### src/rtl/mem_map_bridge_if.sv
// ---------------------------------------------------------------------------
// mem_map_bridge_if
//   Core-side load/store handshake for mem_map_bridge.
//   The requester raises req with we/addr/wdata and holds them until ack.
//   The bridge answers with a one-cycle ack pulse. err qualifies that ack,
//   and rdata is meaningful only when ack=1 and err=0.
//
//   Signals:
//     req    requester -> bridge  access request, held until ack
//     we     requester -> bridge  1 = write, 0 = read
//     addr   requester -> bridge  byte address
//     wdata  requester -> bridge  write data
//     rdata  bridge -> requester  read data
//     ack    bridge -> requester  one-cycle response pulse
//     err    bridge -> requester  access faulted
//
//   Modports:
//     master  requester (core) side
//     slave   bridge side
// ---------------------------------------------------------------------------
interface mem_map_bridge_if #(
  parameter int ADDR_W = 16,
  parameter int DATA_W = 16
);
  logic              req;
  logic              we;
  logic [ADDR_W-1:0] addr;
  logic [DATA_W-1:0] wdata;
  logic [DATA_W-1:0] rdata;
  logic              ack;
  logic              err;

  modport master (
    output req, we, addr, wdata,
    input  rdata, ack, err
  );

  modport slave (
    input  req, we, addr, wdata,
    output rdata, ack, err
  );
endinterface

### src/rtl/mem_map_bridge.sv
// ---------------------------------------------------------------------------
// mem_map_bridge
//   Table-driven memory-map decoder and bus bridge between the core's
//   load/store port and up to NUM_REGIONS memory-mapped devices.
//   Each region has an inclusive [base, limit] byte range, a read latency
//   in cycles and a write-permission bit. Accesses that are misaligned,
//   unmapped or write-protected complete with err=1 and never select a
//   device. The first such fault is held in a sticky fault register.
//
//   Ports:
//     clk          system clock, rising edge
//     rst_n        synchronous active-low reset
//     bus          core handshake (req/we/addr/wdata -> rdata/ack/err)
//     dev_sel      one-hot device select
//     dev_we       device write strobe, one cycle per write
//     dev_addr     region-relative word offset
//     dev_wdata    registered write data
//     dev_rdata    per-device read data, slice i belongs to region i
//     fault_valid  sticky fault flag
//     fault_code   01 unmapped, 10 write-protect, 11 misaligned
//     fault_addr   byte address of the first faulting access
//     fault_clr    clears the fault register
//
//   Timing (accept edge at the end of cycle T):
//     read  : dev_sel high in T+1..T+LAT, ack in T+LAT+1
//     write : dev_sel/dev_we high in T+1 only, ack in T+2
//     fault : no dev_sel, ack+err in T+2
// ---------------------------------------------------------------------------
module mem_map_bridge #(
  parameter int                            NUM_REGIONS  = 3,
  parameter int                            ADDR_W       = 16,
  parameter int                            DATA_W       = 16,
  parameter logic [NUM_REGIONS*ADDR_W-1:0] REGION_BASE  = {16'h8000, 16'h7000, 16'h0000},
  parameter logic [NUM_REGIONS*ADDR_W-1:0] REGION_LIMIT = {16'hFFFF, 16'h7003, 16'h6FFF},
  parameter logic [NUM_REGIONS*4-1:0]      REGION_LAT   = {4'd1, 4'd2, 4'd1},
  parameter logic [NUM_REGIONS-1:0]        REGION_WR    = 3'b110
) (
  input  logic                          clk,
  input  logic                          rst_n,
  mem_map_bridge_if.slave               bus,
  output logic [NUM_REGIONS-1:0]        dev_sel,
  output logic                          dev_we,
  output logic [ADDR_W-2:0]             dev_addr,
  output logic [DATA_W-1:0]             dev_wdata,
  input  logic [NUM_REGIONS*DATA_W-1:0] dev_rdata,
  output logic                          fault_valid,
  output logic [1:0]                    fault_code,
  output logic [ADDR_W-1:0]             fault_addr,
  input  logic                          fault_clr
);

  localparam int RIDX_W = (NUM_REGIONS > 1) ? $clog2(NUM_REGIONS) : 1;

  localparam logic [1:0] CODE_NONE     = 2'b00;
  localparam logic [1:0] CODE_UNMAPPED = 2'b01;
  localparam logic [1:0] CODE_WPROT    = 2'b10;
  localparam logic [1:0] CODE_MISALIGN = 2'b11;

  typedef enum logic [1:0] {
    IDLE   = 2'd0,
    ACCESS = 2'd1,
    RESP   = 2'd2
  } state_t;

  // -------------------------------------------------------------------------
  // Region table: per-region range match and latency sanity check.
  // A region with base > limit can never match, which disables it.
  // -------------------------------------------------------------------------
  logic [NUM_REGIONS-1:0] match;

  genvar gi;
  generate
    for (gi = 0; gi < NUM_REGIONS; gi++) begin : g_region
      localparam logic [ADDR_W-1:0] BASE  = REGION_BASE[gi*ADDR_W +: ADDR_W];
      localparam logic [ADDR_W-1:0] LIMIT = REGION_LIMIT[gi*ADDR_W +: ADDR_W];

      if (REGION_LAT[gi*4 +: 4] == 4'd0) begin : g_bad_lat
        $error("mem_map_bridge: REGION_LAT entry must be in 1..15");
      end

      assign match[gi] = (bus.addr >= BASE) && (bus.addr <= LIMIT);
    end
  endgenerate

  // -------------------------------------------------------------------------
  // Priority decode: lowest matching index wins, so scan downwards and let
  // the last hit overwrite the earlier ones.
  // -------------------------------------------------------------------------
  logic              hit;
  logic [RIDX_W-1:0] win_idx;
  logic [ADDR_W-1:0] win_base;
  logic [3:0]        win_lat;
  logic              win_wr;
  logic [ADDR_W-1:0] off_full;
  logic [ADDR_W-2:0] dec_offset;
  logic [1:0]        dec_code;
  logic              unused_off_bit;

  always_comb begin
    hit      = 1'b0;
    win_idx  = '0;
    win_base = '0;
    win_lat  = 4'd1;
    win_wr   = 1'b0;
    for (int i = NUM_REGIONS - 1; i >= 0; i--) begin
      if (match[i]) begin
        hit      = 1'b1;
        win_idx  = RIDX_W'(i);
        win_base = REGION_BASE[i*ADDR_W +: ADDR_W];
        win_lat  = REGION_LAT[i*4 +: 4];
        win_wr   = REGION_WR[i];
      end
    end

    // Modulo-2^ADDR_W subtraction; the byte bit is dropped to form a word
    // offset (it is always 0 for accesses that reach a device).
    off_full       = bus.addr - win_base;
    dec_offset     = off_full[ADDR_W-1:1];
    unused_off_bit = off_full[0];

    // Misaligned outranks unmapped, which outranks write-protect.
    if (bus.addr[0]) begin
      dec_code = CODE_MISALIGN;
    end else if (!hit) begin
      dec_code = CODE_UNMAPPED;
    end else if (bus.we && !win_wr) begin
      dec_code = CODE_WPROT;
    end else begin
      dec_code = CODE_NONE;
    end
  end

  // -------------------------------------------------------------------------
  // State and registered outputs
  // -------------------------------------------------------------------------
  state_t                   state_reg, state_next;
  logic [3:0]               cnt_reg, cnt_next;
  logic [3:0]               lat_reg, lat_next;
  logic [RIDX_W-1:0]        region_reg, region_next;
  logic                     wr_reg, wr_next;
  logic [1:0]               code_reg, code_next;
  logic [ADDR_W-1:0]        addr_reg, addr_next;

  logic [NUM_REGIONS-1:0]   dev_sel_reg, dev_sel_next;
  logic                     dev_we_reg, dev_we_next;
  logic [ADDR_W-2:0]        dev_addr_reg, dev_addr_next;
  logic [DATA_W-1:0]        dev_wdata_reg, dev_wdata_next;
  logic [DATA_W-1:0]        rdata_reg, rdata_next;
  logic                     ack_reg, ack_next;
  logic                     err_reg, err_next;

  logic                     fault_valid_reg, fault_valid_next;
  logic [1:0]               fault_code_reg, fault_code_next;
  logic [ADDR_W-1:0]        fault_addr_reg, fault_addr_next;

  logic                     fault_capture;

  always_comb begin
    state_next     = state_reg;
    cnt_next       = cnt_reg;
    lat_next       = lat_reg;
    region_next    = region_reg;
    wr_next        = wr_reg;
    code_next      = code_reg;
    addr_next      = addr_reg;
    dev_sel_next   = dev_sel_reg;
    dev_we_next    = 1'b0;
    dev_addr_next  = dev_addr_reg;
    dev_wdata_next = dev_wdata_reg;
    rdata_next     = rdata_reg;
    ack_next       = 1'b0;
    err_next       = 1'b0;
    fault_capture  = 1'b0;

    case (state_reg)
      IDLE: begin
        if (bus.req) begin
          wr_next   = bus.we;
          code_next = dec_code;
          addr_next = bus.addr;
          // A faulting access still spends one cycle in ACCESS (with no
          // device selected) so that its ack lines up with a write ack.
          state_next = ACCESS;
          if (dec_code == CODE_NONE) begin
            region_next    = win_idx;
            lat_next       = win_lat;
            cnt_next       = 4'd1;
            dev_sel_next   = NUM_REGIONS'(1) << win_idx;
            dev_we_next    = bus.we;
            dev_addr_next  = dec_offset;
            dev_wdata_next = bus.wdata;
          end
        end
      end

      ACCESS: begin
        if (code_reg != CODE_NONE) begin
          state_next    = RESP;
          ack_next      = 1'b1;
          err_next      = 1'b1;
          rdata_next    = '0;
          fault_capture = 1'b1;
        end else if (wr_reg) begin
          state_next   = RESP;
          dev_sel_next = '0;
          ack_next     = 1'b1;
          rdata_next   = '0;
        end else if (cnt_reg == lat_reg) begin
          // Last select cycle: sample the selected device's data.
          state_next   = RESP;
          dev_sel_next = '0;
          ack_next     = 1'b1;
          rdata_next   = dev_rdata[region_reg*DATA_W +: DATA_W];
        end else begin
          cnt_next = cnt_reg + 4'd1;
        end
      end

      RESP: begin
        // req is deliberately not looked at here: the earliest new accept
        // is the IDLE cycle that follows the ack.
        state_next = IDLE;
        rdata_next = '0;
      end

      default: begin
        state_next   = IDLE;
        dev_sel_next = '0;
      end
    endcase
  end

  // Fault register: clear first, then let a capture override it so that a
  // simultaneous clear and new fault keeps the new fault.
  always_comb begin
    fault_valid_next = fault_valid_reg;
    fault_code_next  = fault_code_reg;
    fault_addr_next  = fault_addr_reg;
    if (fault_clr) begin
      fault_valid_next = 1'b0;
      fault_code_next  = 2'b00;
      fault_addr_next  = '0;
    end
    if (fault_capture && (!fault_valid_reg || fault_clr)) begin
      fault_valid_next = 1'b1;
      fault_code_next  = code_reg;
      fault_addr_next  = addr_reg;
    end
  end

  always_ff @(posedge clk) begin
    if (!rst_n) begin
      state_reg       <= IDLE;
      cnt_reg         <= 4'd0;
      lat_reg         <= 4'd0;
      region_reg      <= '0;
      wr_reg          <= 1'b0;
      code_reg        <= CODE_NONE;
      addr_reg        <= '0;
      dev_sel_reg     <= '0;
      dev_we_reg      <= 1'b0;
      dev_addr_reg    <= '0;
      dev_wdata_reg   <= '0;
      rdata_reg       <= '0;
      ack_reg         <= 1'b0;
      err_reg         <= 1'b0;
      fault_valid_reg <= 1'b0;
      fault_code_reg  <= 2'b00;
      fault_addr_reg  <= '0;
    end else begin
      state_reg       <= state_next;
      cnt_reg         <= cnt_next;
      lat_reg         <= lat_next;
      region_reg      <= region_next;
      wr_reg          <= wr_next;
      code_reg        <= code_next;
      addr_reg        <= addr_next;
      dev_sel_reg     <= dev_sel_next;
      dev_we_reg      <= dev_we_next;
      dev_addr_reg    <= dev_addr_next;
      dev_wdata_reg   <= dev_wdata_next;
      rdata_reg       <= rdata_next;
      ack_reg         <= ack_next;
      err_reg         <= err_next;
      fault_valid_reg <= fault_valid_next;
      fault_code_reg  <= fault_code_next;
      fault_addr_reg  <= fault_addr_next;
    end
  end

  assign bus.rdata   = rdata_reg;
  assign bus.ack     = ack_reg;
  assign bus.err     = err_reg;
  assign dev_sel     = dev_sel_reg;
  assign dev_we      = dev_we_reg;
  assign dev_addr    = dev_addr_reg;
  assign dev_wdata   = dev_wdata_reg;
  assign fault_valid = fault_valid_reg;
  assign fault_code  = fault_code_reg;
  assign fault_addr  = fault_addr_reg;

endmodule

### src/flat_wrapper.sv
// flat-port wrapper written by rule: the top's interface ports become plain ports
module mem_map_bridge_flat 
#(
  parameter int                            NUM_REGIONS  = 3,
  parameter int                            ADDR_W       = 16,
  parameter int                            DATA_W       = 16,
  parameter logic [NUM_REGIONS*ADDR_W-1:0] REGION_BASE  = {16'h8000, 16'h7000, 16'h0000},
  parameter logic [NUM_REGIONS*ADDR_W-1:0] REGION_LIMIT = {16'hFFFF, 16'h7003, 16'h6FFF},
  parameter logic [NUM_REGIONS*4-1:0]      REGION_LAT   = {4'd1, 4'd2, 4'd1},
  parameter logic [NUM_REGIONS-1:0]        REGION_WR    = 3'b110
)
  (clk, rst_n, dev_sel, dev_we, dev_addr, dev_wdata, dev_rdata, fault_valid, fault_code, fault_addr, fault_clr, bus_req, bus_we, bus_addr, bus_wdata, bus_rdata, bus_ack, bus_err);
  mem_map_bridge_if #(.ADDR_W(ADDR_W), .DATA_W(DATA_W)) bus_i ();
  input  logic clk;
  input  logic rst_n;
  output logic [NUM_REGIONS-1:0] dev_sel;
  output logic dev_we;
  output logic [ADDR_W-2:0] dev_addr;
  output logic [DATA_W-1:0] dev_wdata;
  input  logic [NUM_REGIONS*DATA_W-1:0] dev_rdata;
  output logic fault_valid;
  output logic [1:0] fault_code;
  output logic [ADDR_W-1:0] fault_addr;
  input  logic fault_clr;
  input wire logic [$bits(bus_i.req)-1:0] bus_req;
  input wire logic [$bits(bus_i.we)-1:0] bus_we;
  input wire logic [$bits(bus_i.addr)-1:0] bus_addr;
  input wire logic [$bits(bus_i.wdata)-1:0] bus_wdata;
  output wire logic [$bits(bus_i.rdata)-1:0] bus_rdata;
  output wire logic [$bits(bus_i.ack)-1:0] bus_ack;
  output wire logic [$bits(bus_i.err)-1:0] bus_err;
  assign bus_i.req = bus_req;
  assign bus_i.we = bus_we;
  assign bus_i.addr = bus_addr;
  assign bus_i.wdata = bus_wdata;
  assign bus_rdata = bus_i.rdata;
  assign bus_ack = bus_i.ack;
  assign bus_err = bus_i.err;
  mem_map_bridge #(.NUM_REGIONS(NUM_REGIONS), .ADDR_W(ADDR_W), .DATA_W(DATA_W), .REGION_BASE(REGION_BASE), .REGION_LIMIT(REGION_LIMIT), .REGION_LAT(REGION_LAT), .REGION_WR(REGION_WR)) u_core (.clk(clk), .rst_n(rst_n), .bus(bus_i), .dev_sel(dev_sel), .dev_we(dev_we), .dev_addr(dev_addr), .dev_wdata(dev_wdata), .dev_rdata(dev_rdata), .fault_valid(fault_valid), .fault_code(fault_code), .fault_addr(fault_addr), .fault_clr(fault_clr));
endmodule
### config.mk
export PLATFORM = sky130hd
export DESIGN_NAME = mem_map_bridge_flat
export DESIGN_NICKNAME = d
export VERILOG_FILES = /design/src/rtl/mem_map_bridge_if.sv /design/src/rtl/mem_map_bridge.sv /design/src/flat_wrapper.sv
export SDC_FILE = /design/constraint.sdc
export NUM_CORES = 1
export LEC_CHECK = 0
export ABC_AREA = 1
export CAP_MARGIN = 25
export CORE_MARGIN = 2
export CORE_UTILIZATION = 50
export CTS_CLUSTER_SIZE = 40
export DETAILED_ROUTE_END_ITERATION = 10
export MAX_ROUTING_LAYER = met4
export PLACE_DENSITY_LB_ADDON = 0.12
export SYNTH_ARGS = -nofsm -noshare
export SYNTH_HDL_FRONTEND = slang
export SYNTH_SLANG_ARGS = --single-unit
### constraint.sdc
create_clock -name clk -period 2.6 [get_ports clk]
set_input_delay 0.52 -clock clk [delete_from_list [all_inputs] [get_ports clk]]
set_output_delay 0.52 -clock clk [all_outputs]
set_load 0.005 [all_outputs]
==> metrics.txt <==
outcome completed; Starting DRT DRC Count 179; crit path DAT 2.34 ns; Die Y 101.2 um; Synth Flop Type dfxtp_1; clock insertion delay at the later pin of the skew report 0.37 ns; CP max FO 4; Initial Utilization 51.37%; hold crit path type register to register; GR Layer Usage met3 5.383%; fmax 477.9 MHz; Final Hold Viols 0; Vias roughly 4500; IO Pins 157; Clock transition at path regs 0.10 ns; wire per inst around 14 um; Root Driver clkbuf_8; area leader, netlist dfxtp_1; Worst-Margin Slew 0.9237 ns; register area share after synthesis 42.37%; worst-case clock skew 0.01390 ns; Routed WL 12.24 mm; Slew headroom 38.35%; Remaining Overflow, GRT 0; average size of a mapped cell slightly below 8 um2; ANT nets after route 0; Avg Vias per Cell 5.273; cts repair resizes 0; layout cells sized above 1 approximately 15%; CTS Sinks 100; minimum clock period between 2 and 2.5 ns; Clock Path Buffers 2; Core ar. 9196 um2; synthesized area ~4700 um2; async set or reset register ratio after synthesis 0%; setup TNS 0 ns; fin. max-slew vios 0; Rows 35; Peak supply drop approximately 330 uV; Post-Synthesis Cells approximately 600; Critical Path RT 2.85 ns; vias in the first global route 4283; total CTS buffers 9; leakage 2.381 nW; syn nets 696; Critical Path Sink Type register; first-pass GRT wire length 19.70 mm; area delta synth->final 38.06%; yosys warns 0; Port Buffers 156; fin crit share 80.48%; initial antenna violation count 0; M1 GR Usage 28.89%; placed instance area ~6300 um2; drt drc 0; postcts setup bufs 0; CP Class input pin to register; post-route cell area 6523 um2; Max Cap Viol 0; total track usage 24.56%; Synth top area share 42.37%; Synth Register Bits 100; number of iterations in the first detailed-routing pass 4; endpoints failing setup 0; TritonCTS clock tree built; CTS H-tree depth 3; final net count around 840; GP Congestion 0.8584; largest net degree at the start of global routing a little over 40; Worst Setup Start Kind input pin; area of the die 10240 um2; GR peak layer met2; P per Cell Area around 590 nW/um2; RSZ-0062 raised after global routing no; Die Span X 101.2 um; hpwl dp 9.058 mm; met2 Use GR 41.31%; number of synthesized flops with an enable pin 0; Ant. Diodes 0; # hold bufs at CTS 0; Unique masters post-synth 36; Synth area leaders dfxtp_1 42%, nand2_1 8.0%, nand3_1 7.8%
==> cell usage after synthesis, types with 5 or more instances <==
cell and instances:
nor2_2 12, nor2_4 13, nand2_1 101, dfxtp_1 100
ha_1 7, o21ai_0 46, a21oi_2 26, clkbuf_1 13
nand2_2 19, buf_2 14, o21ai_1 7, inv_1 13
a21oi_1 40, nand3_1 74, nor2_1 74, nand4_1 5
==> area by class of cell <==
cell class | count | area [um2]
clock buffer | 10 | 137.6
clock inverter | 6 | 53.80
fill | 740 | 2674
inverter | 20 | 82.58
multi-input combinational | 445 | 2411
sequential | 100 | 2002
tap | 111 | 138.9
timing repair buffer | 169 | 1697
==> worst max-delay path, cell delays in order <==
cell,delay [ns]
clkdlybuf4s50_1,0.53
nand3_2,0.17
nor2_1,0.13
nand2_1,0.08
inv_1,0.08
ha_1,0.15
inv_1,0.06
fa_1,0.38
xnor2_1,0.17
a21oi_1,0.08
==> worst paths after layout <==
path / from / to / slack, ns / depth (start not counted)
max: bus_addr[14] / u_core.dev_addr[13] / 0.51 / 10
min: u_core.dev_addr[2] / u_core.dev_addr[2] / 0.48 / 2
max reg2reg: u_core.state_reg[1] / u_core.dev_sel[2] / 0.65 / 10
min reg2reg: u_core.dev_addr[2] / u_core.dev_addr[2] / 0.48 / 2
==> where the power goes <==
group / internal, mW / switching [mW]
clock: 0.395 / 0.569
combinational: 0.532 / 0.581
sequential: 1.67 / 0.101
total: 2.60 / 1.25
==> routing by layer <==
metal / routed length (um) / vias up
met5: 0 / -
met1: 5294 / 2108
met2: 5899 / 134
met3: 783 / 24
li1: - / 2274
met4: 264 / 0
==> layout by cell type (no fill, tap or decap), drive strengths merged <==
cell type and count:
clkdlybuf4s50 156, nand2 124, dfxtp 100, nor2 99, nand3 77, a21oi 66, o21ai 53, inv 24
buf 13, clkbuf 10, ha 7, nand4 5, nor3 4, xnor2 4, a31oi 2, clkinv 2
o211ai 1, o31ai 1, xor2 1, fa 1
==> cells by family (layout without fill, tap and decap cells) <==
kind of cell	count (synthesis)	in the layout	synth area share, %
xor gates and xnor gates	5	5	1.086
and+or+nand+nor	309	309	31.78
adders and majority gates	8	8	2.277
DFF	100	100	42.37
buffers and inverters	58	205	6.594
AOI/OAI and AO/OA	123	123	15.89
==> per-stage QoR <==
stage	util [%]	hold WS, ns	setup slack, ns	instances	total power [mW]
2_1_floorplan	-	0.4559	0.7464	603	2.487
3_3_place_gp	68.84	0.4491	0.1967	845	2.890
3_5_place_dp	68.84	0.4598	0.1473	845	2.919
4_1_cts	70.93	0.4792	0.5235	861	3.884
5_1_grt	70.93	0.5024	0.3625	861	4.079
6_report	70.93	0.4769	0.5076	861	3.853
Power figures use the tool's default switching activity.
